$ cat config.mk
export PLATFORM = sky130hd
export DESIGN_NAME = tft_spi_sequencer_flat
export DESIGN_NICKNAME = d
export VERILOG_FILES = /design/src/rtl/tft_spi_sequencer_if.sv /design/src/rtl/tft_spi_sequencer.sv /design/src/flat_wrapper.sv
export SDC_FILE = /design/constraint.sdc
export NUM_CORES = 1
export LEC_CHECK = 0
export ABC_AREA = 1
export BUFFER_PORTS_ARGS = -buffer_cell sky130_fd_sc_hd__buf_2
export CAP_MARGIN = 20
export CORE_MARGIN = 2
export CORE_UTILIZATION = 62
export DETAILED_ROUTE_END_ITERATION = 12
export GPL_TIMING_DRIVEN = 0
export PLACE_DENSITY = 0.84
export SYNTH_ARGS = -nofsm -noshare
export SYNTH_HDL_FRONTEND = slang
export SYNTH_SLANG_ARGS = --single-unit
$ cat constraint.sdc
create_clock -name SPI_CLK -period 6 [get_ports SPI_CLK]
set_input_delay 1.2 -clock SPI_CLK [delete_from_list [all_inputs] [get_ports SPI_CLK]]
set_output_delay 1.2 -clock SPI_CLK [all_outputs]
set_load 0.02 [all_outputs]
$ cat src/rtl/tft_spi_sequencer_if.sv
// tft_spi_sequencer bus: init ROM, serializer word and pixel handshakes.
// master = sequencer side, slave = ROM / serializer / pixel source side.
interface tft_spi_sequencer_if #(
  parameter int ROM_AW = 6
);
  logic [ROM_AW-1:0] rom_addr;
  logic [17:0]       rom_data;
  logic              word_valid;
  logic [16:0]       word_data;
  logic              word_ready;
  logic              frame_req;
  logic              pixel_valid;
  logic [15:0]       pixel_data;
  logic              pixel_ready;
  logic              lcd_rst_n;
  logic              init_done;
  logic              frame_done;

  modport master (
    output rom_addr,
    input  rom_data,
    output word_valid,
    output word_data,
    input  word_ready,
    input  frame_req,
    input  pixel_valid,
    input  pixel_data,
    output pixel_ready,
    output lcd_rst_n,
    output init_done,
    output frame_done
  );

  modport slave (
    input  rom_addr,
    output rom_data,
    input  word_valid,
    input  word_data,
    output word_ready,
    output frame_req,
    output pixel_valid,
    output pixel_data,
    input  pixel_ready,
    input  lcd_rst_n,
    input  init_done,
    input  frame_done
  );
endinterface

$ cat src/rtl/tft_spi_sequencer.sv
// TFT SPI sequencer: panel reset, init ROM walk, RAMWR + RGB565 frames.
// Define TFT_SEQ_WINDOW_EN to send CASET/PASET before every RAMWR.
module tft_spi_sequencer #(
  parameter int ROM_AW     = 6,
  parameter int CLK_PER_MS = 1000,
  parameter int RST_LOW    = 100,
  parameter int RST_WAIT   = 5000,
  parameter int WIDTH      = 240,
  parameter int HEIGHT     = 320
) (
  input logic SPI_CLK,
  input logic reset,
  tft_spi_sequencer_if.master bus
);
  localparam int CW = 32;

  localparam logic [3:0] S_RST_LO = 4'd0;
  localparam logic [3:0] S_RST_HI = 4'd1;
  localparam logic [3:0] S_FETCH  = 4'd2;
  localparam logic [3:0] S_EXEC   = 4'd3;
  localparam logic [3:0] S_DELAY  = 4'd4;
  localparam logic [3:0] S_READY  = 4'd5;
  localparam logic [3:0] S_FCMD   = 4'd7;
  localparam logic [3:0] S_FPIX   = 4'd8;
`ifdef TFT_SEQ_WINDOW_EN
  localparam logic [3:0] S_WIN    = 4'd6;
`endif

  localparam logic [CW-1:0] LO_LAST  = CW'(RST_LOW - 1);
  localparam logic [CW-1:0] HI_LAST  = CW'(RST_WAIT - 1);
  localparam logic [CW-1:0] PIX_LAST = CW'(WIDTH * HEIGHT - 1);
  localparam logic [CW-1:0] CPM      = CW'(CLK_PER_MS);
  localparam logic [ROM_AW-1:0] ROM_LAST = '1;

  logic [3:0]        state;
  logic [CW-1:0]     cnt;
  logic [CW-1:0]     dly_last;
  logic [ROM_AW-1:0] addr;
  logic              init_q;
  logic              fdone_q;
  logic [1:0]        op;
  logic [15:0]       pay;

  assign op  = bus.rom_data[17:16];
  assign pay = bus.rom_data[15:0];

  assign bus.rom_addr   = addr;
  assign bus.lcd_rst_n  = (state != S_RST_LO);
  assign bus.init_done  = init_q;
  assign bus.frame_done = fdone_q;

`ifdef TFT_SEQ_WINDOW_EN
  logic [16:0] win_word;

  // CASET then PASET words, indexed by cnt while in S_WIN
  always_comb begin
    win_word = {1'b1, 16'(HEIGHT - 1)};
    case (cnt[2:0])
      3'd0:    win_word = {1'b0, 16'h002A};
      3'd1:    win_word = {1'b1, 16'h0000};
      3'd2:    win_word = {1'b1, 16'(WIDTH - 1)};
      3'd3:    win_word = {1'b0, 16'h002B};
      3'd4:    win_word = {1'b1, 16'h0000};
      default: win_word = {1'b1, 16'(HEIGHT - 1)};
    endcase
  end
`endif

  // serializer / pixel handshake outputs; FPIX is a pure pass-through
  always_comb begin
    bus.word_valid  = 1'b0;
    bus.word_data   = {op[0], pay};
    bus.pixel_ready = 1'b0;
    unique case (1'b1)
      (state == S_EXEC): bus.word_valid = ~op[1];
`ifdef TFT_SEQ_WINDOW_EN
      (state == S_WIN): begin
        bus.word_valid = 1'b1;
        bus.word_data  = win_word;
      end
`endif
      (state == S_FCMD): begin
        bus.word_valid = 1'b1;
        bus.word_data  = {1'b0, 16'h002C};
      end
      (state == S_FPIX): begin
        bus.word_valid  = bus.pixel_valid;
        bus.word_data   = {1'b1, bus.pixel_data};
        bus.pixel_ready = bus.word_ready;
      end
      default: ;
    endcase
  end

  // sequencer FSM, counters and ROM pointer
  always_ff @(posedge SPI_CLK) begin
    if (reset) begin
      state    <= S_RST_LO;
      cnt      <= '0;
      dly_last <= '0;
      addr     <= '0;
      init_q   <= 1'b0;
      fdone_q  <= 1'b0;
    end else begin
      fdone_q <= 1'b0;
      case (state)
        S_RST_LO: begin
          if (cnt == LO_LAST) begin
            state <= S_RST_HI;
            cnt   <= '0;
          end else begin
            cnt <= cnt + 1'b1;
          end
        end
        S_RST_HI: begin
          if (cnt == HI_LAST) begin
            state <= S_FETCH;
            cnt   <= '0;
          end else begin
            cnt <= cnt + 1'b1;
          end
        end
        S_FETCH: state <= S_EXEC;
        S_EXEC: begin
          case (op)
            2'b11: begin
              init_q <= 1'b1;
              state  <= S_READY;
            end
            2'b10: begin
              cnt      <= '0;
              dly_last <= (pay == 16'd0) ? '0
                        : CW'(pay) * CPM - 1'b1;
              state    <= S_DELAY;
            end
            default: begin
              if (bus.word_ready) begin
                if (addr == ROM_LAST) begin
                  init_q <= 1'b1;
                  state  <= S_READY;
                end else begin
                  addr  <= addr + 1'b1;
                  state <= S_FETCH;
                end
              end
            end
          endcase
        end
        S_DELAY: begin
          if (cnt == dly_last) begin
            cnt <= '0;
            if (addr == ROM_LAST) begin
              init_q <= 1'b1;
              state  <= S_READY;
            end else begin
              addr  <= addr + 1'b1;
              state <= S_FETCH;
            end
          end else begin
            cnt <= cnt + 1'b1;
          end
        end
        S_READY: begin
          if (bus.frame_req) begin
            cnt   <= '0;
`ifdef TFT_SEQ_WINDOW_EN
            state <= S_WIN;
`else
            state <= S_FCMD;
`endif
          end
        end
`ifdef TFT_SEQ_WINDOW_EN
        S_WIN: begin
          if (bus.word_ready) begin
            if (cnt == CW'(5)) begin
              cnt   <= '0;
              state <= S_FCMD;
            end else begin
              cnt <= cnt + 1'b1;
            end
          end
        end
`endif
        S_FCMD: begin
          if (bus.word_ready) begin
            cnt   <= '0;
            state <= S_FPIX;
          end
        end
        S_FPIX: begin
          if (bus.pixel_valid && bus.word_ready) begin
            if (cnt == PIX_LAST) begin
              fdone_q <= 1'b1;
              cnt     <= '0;
              state   <= S_READY;
            end else begin
              cnt <= cnt + 1'b1;
            end
          end
        end
        default: state <= S_RST_LO;
      endcase
    end
  end
endmodule

$ cat src/flat_wrapper.sv
// flat-port wrapper written by rule: the top's interface ports become plain ports
module tft_spi_sequencer_flat 
#(
  parameter int ROM_AW     = 6,
  parameter int CLK_PER_MS = 1000,
  parameter int RST_LOW    = 100,
  parameter int RST_WAIT   = 5000,
  parameter int WIDTH      = 240,
  parameter int HEIGHT     = 320
)
  (SPI_CLK, reset, bus_rom_addr, bus_rom_data, bus_word_valid, bus_word_data, bus_word_ready, bus_frame_req, bus_pixel_valid, bus_pixel_data, bus_pixel_ready, bus_lcd_rst_n, bus_init_done, bus_frame_done);
  tft_spi_sequencer_if #(.ROM_AW(ROM_AW)) bus_i ();
  input logic SPI_CLK;
  input logic reset;
  output wire logic [$bits(bus_i.rom_addr)-1:0] bus_rom_addr;
  input wire logic [$bits(bus_i.rom_data)-1:0] bus_rom_data;
  output wire logic [$bits(bus_i.word_valid)-1:0] bus_word_valid;
  output wire logic [$bits(bus_i.word_data)-1:0] bus_word_data;
  input wire logic [$bits(bus_i.word_ready)-1:0] bus_word_ready;
  input wire logic [$bits(bus_i.frame_req)-1:0] bus_frame_req;
  input wire logic [$bits(bus_i.pixel_valid)-1:0] bus_pixel_valid;
  input wire logic [$bits(bus_i.pixel_data)-1:0] bus_pixel_data;
  output wire logic [$bits(bus_i.pixel_ready)-1:0] bus_pixel_ready;
  output wire logic [$bits(bus_i.lcd_rst_n)-1:0] bus_lcd_rst_n;
  output wire logic [$bits(bus_i.init_done)-1:0] bus_init_done;
  output wire logic [$bits(bus_i.frame_done)-1:0] bus_frame_done;
  assign bus_rom_addr = bus_i.rom_addr;
  assign bus_i.rom_data = bus_rom_data;
  assign bus_word_valid = bus_i.word_valid;
  assign bus_word_data = bus_i.word_data;
  assign bus_i.word_ready = bus_word_ready;
  assign bus_i.frame_req = bus_frame_req;
  assign bus_i.pixel_valid = bus_pixel_valid;
  assign bus_i.pixel_data = bus_pixel_data;
  assign bus_pixel_ready = bus_i.pixel_ready;
  assign bus_lcd_rst_n = bus_i.lcd_rst_n;
  assign bus_init_done = bus_i.init_done;
  assign bus_frame_done = bus_i.frame_done;
  tft_spi_sequencer #(.ROM_AW(ROM_AW), .CLK_PER_MS(CLK_PER_MS), .RST_LOW(RST_LOW), .RST_WAIT(RST_WAIT), .WIDTH(WIDTH), .HEIGHT(HEIGHT)) u_core (.SPI_CLK(SPI_CLK), .reset(reset), .bus(bus_i));
endmodule
==> impl_metrics.py <==
metrics = {
    "status": {
        "status": "complete, no violations",
    },
    "finish": {
        "fillCellCount": 1083,
        "regArea_um2": 1381,
        "diodes": 0,
        "multi_input_area_um2": 5802,
        "post-route-util_pct": 70.89,
        "drive_above_1_share_pct": 10.92,
        "area_growth_pct": 11.04,
        "postLayoutCellArea_um2": 8982,
        "nets": 1452,
    },
    "logic_synthesis": {
        "synth_most_common_cell": "nand2_1",
        "post_synth.cell_area_avg_um2": 6.636,
        "ys.flop_type": "dfxtp_1",
        "synthCells": 1219,
        "ys_seq_area_share_pct": 17.08,
        "syn_nets": 1375,
        "synth_edf_count": 0,
        "ys_ff_latch": 69,
        "yosys.area.top_type_share_pct": 17.08,
        "synth_area_um2": 8089,
        "yosys_warnings": 0,
        "yosys-top-cells-area": "dfxtp_1, nand2_1, fa_1, ha_1, inv_1",
        "synth_cell_types": 43,
        "synthArstFlopShare_pct": 0,
        "yosys.area.top_type": "dfxtp_1",
        "synth_commonest_cells": "nand2_1, inv_1, nor2_1",
    },
    "global_route": {
        "grt_overflow_total": 0,
        "grt_pass1_vias": 7395,
        "antenna_found_initial": 0,
        "grt_pass1_wl_um": 33450,
        "grt_max_degree": 12,
        "grt_usage_pct": 28.82,
    },
    "detailed_routing": {
        "routedWlPerCell_um": 13.31,
        "drc": 0,
        "num_vias": 7890,
        "firstDrtPassIters": 5,
        "wirelength_um": 19590,
        "ant_nets": 0,
        "via_per_inst": 5.360,
        "initialDrtViolationCount": 645,
    },
    "hold_path": {
        "hold_class": "register to register",
        "holdCritStartpoint": "u_core.bus.init_done",
    },
    "clocking": {
        "htree_levels": 3,
        "ctsRootBufferMaster": "clkbuf_16",
        "numCtsBuffers": 9,
        "cts_buffer_depth": 2,
        "postCtsResizedCells": 0,
        "post-cts-setup-buffers": 0,
        "cts.sinks": 69,
        "clk_pin_slew_worst_paths_ns": 0.06,
        "worstSkewPairLatency_ns": 0.34,
        "hold_buffers": 0,
        "cts_tree": "yes",
    },
    "pwr": {
        "power.switching_w": 0.001962,
        "seqPwrFrac_pct": 13.8,
        "p_per_area_nw_per_um2": 414.8,
        "p_total_w": 0.003726,
        "combinationalPowerShare_pct": 69.5,
        "ir_drop_uv": 286.1,
        "leakage_nw": 4.344,
        "p_clk_share_pct": 16.7,
        "switching_share_pct": 52.67,
        "p_int_w": 0.001764,
    },
    "worst_setup_path": {
        "max_stage_delay_ns": 0.55,
        "required_ns": 6.27,
        "path_max_fanout": 6,
        "r2r_start": "u_core.cnt[29]",
        "cp_slowest_cell": "fa_1",
        "path_common_cell": "nand2_1",
        "crit_start": "bus_rom_data[6]",
        "endpoint_kind": "register",
        "path_class": "input pin to register",
        "cp_num_buf_inv": 3,
        "arrival_ns": 5.74,
        "cpLargestDelayFamily": "adder cells",
        "crit_chain": "buf_2 -> inv_1 -> fa_1 -> fa_1 -> fa_1 -> fa_1 -> inv_1 -> ha_1 -> nand2_1 -> nor2_1 -> nand4_1 -> nand4_1 -> nand2_1 -> nor2_1 -> nand2_1 -> nor2_2 -> nand2_1 -> nand2_1 -> nand3_1 -> a21oi_1",
        "worst_setup_path_start_kind": "input pin",
    },
    "die": {
        "rows": 41,
        "fp.coreArea_um2": 12670,
        "die_w_um": 118.2,
        "fp.dieArea_um2": 13980,
        "die_y_um": 118.2,
        "initial_core_util_pct": 63.84,
        "io_pins": 67,
    },
    "sta": {
        "fin_crit_ns": 5.471,
        "rsz0062_at_grt": "no",
        "worst_pin_slew_ns": 0.5984,
        "drv_slew": 0,
        "setup_viol": 0,
        "fmax_ghz": 0.1828,
        "fin_setup_tns_ns": 0,
        "hold_violations": 0,
        "timing.final.crit_share_pct": 91.19,
        "relSlewSlack_pct": 59.81,
        "finClkSkew_ns": 0.006658,
    },
    "placement": {
        "portBuffers": 66,
        "hpwl_um": 16070,
        "gp_congestion": 0.9102,
        "dpl_cell_area_um2": 8635,
    },
    "flow_run": {
        "cap_violations": 0,
    },
}
metrics by stage:
step                      worst slack [ns]  hold WS (ns)  instances
after floorplan                     0.8808        0.4537       1219
after global placement              0.3013        0.4395       1457
after detailed placement            0.2230        0.4419       1457
after CTS                           0.5647        0.4505       1472
after global routing                0.2391        0.4718       1472
final                               0.5286        0.4477       1472
state kept, by name, indices dropped and copies added (netlist names):
register               cells
u_core.cnt                32
u_core.bus.init_done       1
u_core.bus.frame_done      1
u_core.dly_last           25
u_core.bus.rom_addr        6
u_core.state               4
per-layer routing:
layer,GRT usage (%),wire length [µm],vias up
met1,39.40,8857,3606
met2,47.11,9011,260
li1,-,-,3992
met5,0,0,-
met3,5.357,1421,32
met4,7.154,298,0
layout by cell type, fill, tap and decap left out, types with 6 or more instances in the layout:
master / instances
nand4_1: 24
fa_1: 54
ha_1: 63
nor2_1: 120
nor3_1: 28
nand3b_1: 9
nand2_1: 320
nand3_2: 8
buf_2: 75
a21oi_1: 63
o21ai_0: 39
clkbuf_16: 9
nor4_1: 6
inv_1: 194
xor2_1: 37
nor2_2: 11
clkbuf_1: 11
nand3_1: 75
xnor2_1: 27
nand2_2: 7
inv_2: 9
dfxtp_1: 69
worst reg2reg max path, cell delays in order, from the launching register on:
cell      delay (ns)
dfxtp_1         0.30
clkbuf_1        0.19
nor2_1          0.13
nand4_1         0.09
nor3_1          0.43
nand4_1         0.36
nand2_1         0.16
nand2_1         0.06
inv_1           0.07
nand3b_1        0.20
nand2_1         0.15
nand2_1         0.08
nand2_2         0.11
buf_4           0.19
nor2_1          0.07
final timing paths:
kind                            slack [ns]                   end  cells past startpoint
worst max-delay path                  0.53   u_core.dly_last[23]                     20
worst min-delay path                  0.45  u_core.bus.init_done                      2
worst max register to register        3.31        u_core.cnt[26]                     14
worst min register to register        0.45  u_core.bus.init_done                      2
logic make-up after synthesis:
logic type	Yosys count	share of synthesized area (%)
and+or+nand+nor	623	34.21
adders and majority gates	117	23.11
DFF	69	17.08
AOI/OAI and AO/OA	114	7.471
xor gates and xnor gates	64	6.930
buffers and inverters	232	11.20
area by class of cell:
type / count / share of cell area, %
inverters: 204 / 8.525
clock inverters: 4 / 1.059
well taps: 172 / 2.396
repair buffers: 66 / 3.677
flip-flops and latches: 69 / 15.38
clock buffers: 11 / 2.814
plain buffers: 28 / 1.560
multi-input cells: 918 / 64.59
power by group through the flow:
| stage | registers [W] | clock network [W] | logic [W] |
|---|---|---|---|
| 3_3_place_gp | 0.000522 | 0 | 0.00248 |
| 3_5_place_dp | 0.000523 | 0 | 0.00254 |
| 6_report | 0.000513 | 0.000624 | 0.00259 |
| 5_1_grt | 0.000516 | 0.000647 | 0.00298 |
| 4_1_cts | 0.000512 | 0.000629 | 0.00256 |
| 2_1_floorplan | 0.000521 | 0 | 0.00201 |
Power figures use the tool's default switching activity.
